[src/rtl/uart_link_pkg.sv]
// Shared types and constants for the UART link gate: FSM state encoding,
// default disarm character and the FIFO occupancy width helper.
package uart_link_pkg;

  typedef enum logic [1:0] {
    ST_IDLE  = 2'd0,
    ST_ARMED = 2'd1,
    ST_DRAIN = 2'd2
  } link_state_e;

  localparam logic [7:0] DISARM_CHAR_DEF = 8'h1B;

  // Occupancy must represent 0..DEPTH inclusive, hence one extra bit.
  function automatic int count_w(input int depth);
    return $clog2(depth) + 1;
  endfunction

endpackage

[src/rtl/uart_link_gate_if.sv]
// Byte-stream bundle between UART receiver, link gate and UART transmitter.
interface uart_link_gate_if #(
  parameter int DATA_W = 8
) ();
  // rx_valid is a one-cycle strobe with no back-pressure: a byte not taken is lost.
  // wr_uart is asserted only while tx_full is low, and w_data is valid in that cycle.
  logic [DATA_W-1:0] rx_data;
  logic              rx_valid;
  logic              game_over;
  logic              tx_full;
  logic              wr_uart;
  logic [DATA_W-1:0] w_data;

  modport slave (
    input  rx_data, rx_valid, game_over, tx_full,
    output wr_uart, w_data
  );

  modport master (
    output rx_data, rx_valid, game_over, tx_full,
    input  wr_uart, w_data
  );
endinterface

[src/rtl/sync_fifo.sv]
// Single-clock FIFO with synchronous reset; pushes on full are refused
// unless a pop happens in the same cycle.
module sync_fifo #(
  parameter int DATA_W = 8,
  parameter int DEPTH  = 16
) (
  input  logic                     clk,
  input  logic                     rst,
  input  logic                     i_push,
  input  logic                     i_pop,
  input  logic [DATA_W-1:0]        i_data,
  output logic [DATA_W-1:0]        o_data,
  output logic                     o_full,
  output logic                     o_empty,
  output logic [$clog2(DEPTH):0]   o_count
);
  localparam int AW = $clog2(DEPTH);
  localparam int CW = AW + 1;

  logic [DATA_W-1:0] r_mem [DEPTH];
  logic [AW-1:0]     r_wr_ptr;
  logic [AW-1:0]     r_rd_ptr;
  logic [CW-1:0]     r_count;
  logic              w_do_push;
  logic              w_do_pop;

  assign o_empty   = (r_count == '0);
  assign o_full    = (r_count == CW'(DEPTH));
  assign w_do_pop  = i_pop & ~o_empty;
  assign w_do_push = i_push & (~o_full | w_do_pop);
  assign o_data    = r_mem[r_rd_ptr];
  assign o_count   = r_count;

  always_ff @(posedge clk) begin
    if (w_do_push) r_mem[r_wr_ptr] <= i_data;
  end

  // DEPTH is a power of two, so pointer overflow is the modulo wrap.
  always_ff @(posedge clk) begin
    if (rst) begin
      r_wr_ptr <= '0;
      r_rd_ptr <= '0;
      r_count  <= '0;
    end else begin
      if (w_do_push) r_wr_ptr <= r_wr_ptr + AW'(1);
      if (w_do_pop)  r_rd_ptr <= r_rd_ptr + AW'(1);
      case ({w_do_push, w_do_pop})
        2'b10:   r_count <= r_count + CW'(1);
        2'b01:   r_count <= r_count - CW'(1);
        default: r_count <= r_count;
      endcase
    end
  end
endmodule

[src/rtl/uart_link_gate.sv]
// Gates received UART bytes through a FIFO to the transmitter while armed.
// Define UART_LINK_GATE_ARM_TIMEOUT_EN to auto-disarm after TIMEOUT idle cycles.
module uart_link_gate
  import uart_link_pkg::*;
#(
  parameter int                DATA_W      = 8,
  parameter int                DEPTH       = 16,
  parameter int                NCHAR       = 2,
  parameter logic [DATA_W-1:0] DISARM_CHAR = DATA_W'(DISARM_CHAR_DEF),
  parameter int                TIMEOUT     = 50_000_000
) (
  input  logic                        clk,
  input  logic                        rst,
  uart_link_gate_if.slave             bus,
  output logic                        o_armed,
  output logic [count_w(DEPTH)-1:0]   o_fifo_count,
  output logic                        o_overflow,
  output logic [DATA_W*NCHAR-1:0]     o_char_hist,
  output link_state_e                 o_state
);
  link_state_e                  r_state;
  link_state_e                  w_next;
  logic                         r_overflow;
  logic [DATA_W*NCHAR-1:0]      r_hist;
  logic                         w_disarm_hit;
  logic                         w_push;
  logic                         w_wr;
  logic                         w_full;
  logic                         w_empty;
  logic                         w_timeout;
  logic [DATA_W-1:0]            w_head;

  assign w_disarm_hit = bus.rx_valid && (bus.rx_data == DISARM_CHAR);
  assign w_push       = bus.rx_valid && (r_state == ST_ARMED) && !w_disarm_hit;
  assign w_wr         = (r_state != ST_IDLE) && !w_empty && !bus.tx_full;

  sync_fifo #(.DATA_W(DATA_W), .DEPTH(DEPTH)) u_fifo (
    .clk     (clk),
    .rst     (rst),
    .i_push  (w_push),
    .i_pop   (w_wr),
    .i_data  (bus.rx_data),
    .o_data  (w_head),
    .o_full  (w_full),
    .o_empty (w_empty),
    .o_count (o_fifo_count)
  );

`ifdef UART_LINK_GATE_ARM_TIMEOUT_EN
  localparam int TW = $clog2(TIMEOUT + 1);
  logic [TW-1:0] r_idle_cnt;

  // Cleared on the firing cycle too, so a simultaneous game_over re-arms a fresh window.
  always_ff @(posedge clk) begin
    if (rst || r_state != ST_ARMED || bus.rx_valid || w_wr || w_timeout) r_idle_cnt <= '0;
    else r_idle_cnt <= r_idle_cnt + TW'(1);
  end
  assign w_timeout = (r_state == ST_ARMED) && !bus.rx_valid && !w_wr &&
                     (r_idle_cnt == TW'(TIMEOUT - 1));
`else
  assign w_timeout = 1'b0;
`endif

  always_ff @(posedge clk) begin
    if (rst) r_state <= ST_IDLE;
    else     r_state <= w_next;
  end

  // game_over wins over disarm/timeout in every state.
  always_comb begin
    w_next = r_state;
    case (r_state)
      ST_IDLE:  if (bus.game_over) w_next = ST_ARMED;
      ST_ARMED: begin
        if (bus.game_over)                  w_next = ST_ARMED;
        else if (w_disarm_hit || w_timeout) w_next = ST_DRAIN;
      end
      ST_DRAIN: begin
        if (bus.game_over)          w_next = ST_ARMED;
        else if (w_empty && !w_push) w_next = ST_IDLE;
      end
      default:  w_next = ST_IDLE;
    endcase
  end

  always_ff @(posedge clk) begin
    if (rst)                             r_overflow <= 1'b0;
    else if (w_push && w_full && !w_wr)  r_overflow <= 1'b1;
  end

  always_ff @(posedge clk) begin
    if (rst) begin
      r_hist <= '0;
    end else if (bus.rx_valid) begin
      for (int i = NCHAR - 1; i > 0; i--) begin
        r_hist[i*DATA_W +: DATA_W] <= r_hist[(i-1)*DATA_W +: DATA_W];
      end
      r_hist[DATA_W-1:0] <= bus.rx_data;
    end
  end

  assign bus.wr_uart = w_wr;
  assign bus.w_data  = w_empty ? '0 : w_head;
  assign o_armed     = (r_state != ST_IDLE);
  assign o_overflow  = r_overflow;
  assign o_char_hist = r_hist;
  assign o_state     = r_state;
endmodule
[src/flat_wrapper.sv]
// flat-port wrapper written by rule: the top's interface ports become plain ports
module uart_link_gate_flat import uart_link_pkg::*;
#(
  parameter int                DATA_W      = 8,
  parameter int                DEPTH       = 16,
  parameter int                NCHAR       = 2,
  parameter logic [DATA_W-1:0] DISARM_CHAR = DATA_W'(DISARM_CHAR_DEF),
  parameter int                TIMEOUT     = 50_000_000
)
  (clk, rst, o_armed, o_fifo_count, o_overflow, o_char_hist, o_state, bus_rx_data, bus_rx_valid, bus_game_over, bus_tx_full, bus_wr_uart, bus_w_data);
  uart_link_gate_if #(.DATA_W(DATA_W)) bus_i ();
  input  logic clk;
  input  logic rst;
  output logic o_armed;
  output logic [count_w(DEPTH)-1:0] o_fifo_count;
  output logic o_overflow;
  output logic [DATA_W*NCHAR-1:0] o_char_hist;
  output link_state_e o_state;
  input wire logic [$bits(bus_i.rx_data)-1:0] bus_rx_data;
  input wire logic [$bits(bus_i.rx_valid)-1:0] bus_rx_valid;
  input wire logic [$bits(bus_i.game_over)-1:0] bus_game_over;
  input wire logic [$bits(bus_i.tx_full)-1:0] bus_tx_full;
  output wire logic [$bits(bus_i.wr_uart)-1:0] bus_wr_uart;
  output wire logic [$bits(bus_i.w_data)-1:0] bus_w_data;
  assign bus_i.rx_data = bus_rx_data;
  assign bus_i.rx_valid = bus_rx_valid;
  assign bus_i.game_over = bus_game_over;
  assign bus_i.tx_full = bus_tx_full;
  assign bus_wr_uart = bus_i.wr_uart;
  assign bus_w_data = bus_i.w_data;
  uart_link_gate #(.DATA_W(DATA_W), .DEPTH(DEPTH), .NCHAR(NCHAR), .DISARM_CHAR(DISARM_CHAR), .TIMEOUT(TIMEOUT)) u_core (.clk(clk), .rst(rst), .bus(bus_i), .o_armed(o_armed), .o_fifo_count(o_fifo_count), .o_overflow(o_overflow), .o_char_hist(o_char_hist), .o_state(o_state));
endmodule
[config.mk]
export PLATFORM = sky130hd
export DESIGN_NAME = uart_link_gate_flat
export DESIGN_NICKNAME = d
export VERILOG_FILES = /design/src/rtl/uart_link_pkg.sv /design/src/rtl/uart_link_gate_if.sv /design/src/rtl/sync_fifo.sv /design/src/rtl/uart_link_gate.sv /design/src/flat_wrapper.sv
export SDC_FILE = /design/constraint.sdc
export NUM_CORES = 1
export LEC_CHECK = 0
export ABC_AREA = 1
export ABC_CLOCK_PERIOD_IN_PS = 2900
export BUFFER_PORTS_ARGS = -buffer_cell sky130_fd_sc_hd__buf_2
export CAP_MARGIN = 20
export CORE_ASPECT_RATIO = 2
export CORE_MARGIN = 2
export CORE_UTILIZATION = 45
export DETAILED_ROUTE_END_ITERATION = 8
export GPL_TIMING_DRIVEN = 0
export SYNTH_ARGS = -nofsm -noshare
export SYNTH_HDL_FRONTEND = slang
export SYNTH_HIERARCHICAL = 1
export SYNTH_SLANG_ARGS = --single-unit
export TNS_END_PERCENT = 100
[constraint.sdc]
create_clock -name clk -period 2.9 [get_ports clk]
set_input_delay 0.725 -clock clk [delete_from_list [all_inputs] [get_ports clk]]
set_output_delay 0.725 -clock clk [all_outputs]
set_load 0.02 [all_outputs]
==> impl_metrics.toml <==
[global_routing]
grt_overflow_total = 0
grt_use_total = 0.2240
antenna_found_initial = 0
grt_pass1_vias = 4954
grt_max_degree = 19
grt_pass1_wl_um = 27380

[setup_path]
reg2reg_from = "u_core/u_fifo/o_count[0]"
worst_setup_path_start_kind = "flop"
critical_path_class = "reg -> out"
cp_data_arrival_time_ps = 2110
cp-end-kind = "primary output"
crit_fanout = 10
cp.required_ps = 2170

[timing]
slew-limit-headroom = 0.4306
finalSetupTns_ps = 0
worstMarginPinSlew_ps = 850.9
hold_viol_final = 0
rsz0062_at_grt = "true"
min_period_ps = 2836
finalMaxSlewViolations = 0
finalSetupViolations = 0
finalClockSkew_ps = 7.273
period_share = 0.9779
fmax_mhz = 352.6

[detailed_routing]
vias = 4940
drt-total-wl_um = 17700
ant_nets = 0
wl_per_cell_um = 18.95
drcViolationCount = 0
firstDrtPassIters = 5
vias_per_cell = 5.289
drtIter0Drc = 535

[final_layout]
nNetsFinal = 745
final_util = 0.5319
layout_commonest_cell = "edfxtp_1"
antenna_cells = 0
area_growth_pct = 15.83
drive_above_1_share = 0.1739
final_cell_mix = "edfxtp_1, inv_1, nor2_1"
multiInputGateArea_sq_um = 1871
nFillCells = 1401
regArea_sq_um = 4564

[cts]
clock_sinks = 164
clock_path_buffers = 2
h-tree-depth = 4
cts_setup_buffers = 0
root_buffer = "clkbuf_16"
cts_buffers = 17
clkLatencyLatePin_ps = 430
clkSlewWorstSetupHoldPaths_ps = 60
cts_tree = "done"

[job]
cap_violations = 0

[logic_synthesis]
ys_warn_count = 6
synth-seq-cells = 164
syn-num-nets = 681
yosysUniqueCellTypes = 30
yosysSeqAreaShare = 0.6533
syn_area_per_cell_sq_um = 10.60
syn_area_sq_um = 6987
synth-edff-count = 128
ys_async_sr_fraction = 0
synth_cells = 659
synth_flop_cell = "edfxtp_1"

[placement]
place_congestion = 0.9381
portBuffers = 45
dp_hpwl_um = 12750

[die]
core-area_sq_um = 15210
initial_utilization = 0.4592
rows = 64
die_x_um = 92.11
die_h_um = 180.2
ios = 47
dieArea_sq_um = 16600

[power_and_ir_drop]
powerDensity_nw_per_um2 = 648.0
vdd_ir_drop_max_mv = 0.4314
p_leak_nw = 3.203

[hold_path]
worstHoldStart = "u_core/o_overflow"
worstHoldPathType = "reg -> reg"

[status]
outcome = "finished clean"
[report_power, final]
group | switching [mW] | total, mW | leakage [nW] | internal, mW
registers | 0.0254 | 2.59 | 1.45 | 2.56
clock network | 0.955 | 2.16 | 0.279 | 1.20
logic | 0.345 | 0.496 | 1.48 | 0.151
total | 1.33 | 5.24 | 3.20 | 3.92
[registers in the layout, indices dropped and copies added, names as in the netlist, named ones only]
name / count
u_core/o_state: 2
u_core/o_char_hist: 16
u_core/u_fifo/r_mem: 128
u_core/u_fifo/o_count: 5
u_core/u_fifo/r_wr_ptr: 4
u_core/u_fifo/r_rd_ptr: 4
u_core/o_overflow: 1
[cell families after synthesis]
| family | share of synthesized area |
|---|---|
| AND/OR/NAND/NOR | 0.1289 |
| adder cells (fa/ha/maj) | 0.01719 |
| buffers and inverters | 0.08166 |
| flip-flops | 0.6533 |
| AO/OA/AOI/OAI | 0.1152 |
| XOR/XNOR | 0.003761 |
[cell type report]
type                    instances  share of cell area
plain buffers                  31             0.02489
clock buffers                  17             0.05257
clock inverters                15             0.01793
inverters                     105             0.04917
multi-input cells             359              0.2311
flip-flops and latches        164              0.5640
well taps                     198             0.03061
repair buffers                 45             0.02968
[metal layers]
layer / global-route usage / up-vias / wire length [um]
met5: 0 / - / 0
met4: 0.1475 / 0 / 1102
met3: 0.03346 / 53 / 668
met2: 0.4079 / 164 / 9673
met1: 0.2326 / 2352 / 6256
li1: - / 2371 / -
[synthesized netlist by cell type, drive strengths merged, types with 2 or more instances]
cell type	number	area (sq um)
nor2	73	281.5
inv	104	392.9
ha	8	100.1
nand3	61	320.3
o21ai	60	311.5
xor2	2	17.52
a21oi	46	237.7
edfxtp	128	3844
o211ai	32	240.2
nand2	72	292.8
clkbuf	8	30.03
buf	23	142.6
dfxtp	36	720.7
[path summary, 6_finish.rpt]
check | end | slack, ps | cells past startpoint
min reg2reg | u_core/o_overflow | 460 | 2
max | bus_w_data[6] | 60 | 10
min | u_core/o_overflow | 460 | 2
max reg2reg | u_core/u_fifo/o_count[4] | 260 | 15
[metrics by stage]
stage | instance area, sq um | std cells | hold WS (ps) | power (mW) | setup slack, ps
floorplan | 6987 | 659 | 446.8 | 2.935 | 58.87
detailed placement | 7460 | 902 | 455.3 | 3.124 | -347.4
CTS | 8039 | 934 | 466.7 | 5.274 | 24.15
global placement | 7460 | 902 | 439.6 | 3.112 | -294.4
global route | 8093 | 934 | 493.8 | 5.430 | -11.65
finish | 8093 | 934 | 458.7 | 5.244 | 64.17
[critical path, cell delays in order (launching register included)]
cell     delay, ps
dfxtp_1        300
buf_2          240
buf_2          300
a21oi_1         70
o21ai_1        160
nand3_1        140
nand3_1        170
nand2_1         70
inv_1           50
nor2_1          30
buf_2          150
[timing repair]
action                                  CTS  global route
hold buffers                              0             0
endpoints found under the hold margin     0             0
gates resized for setup                   9            29
pin swaps                                 0             1
endpoints found under the setup margin    7             9
No activity file was read; power rests on OpenSTA's default activity.
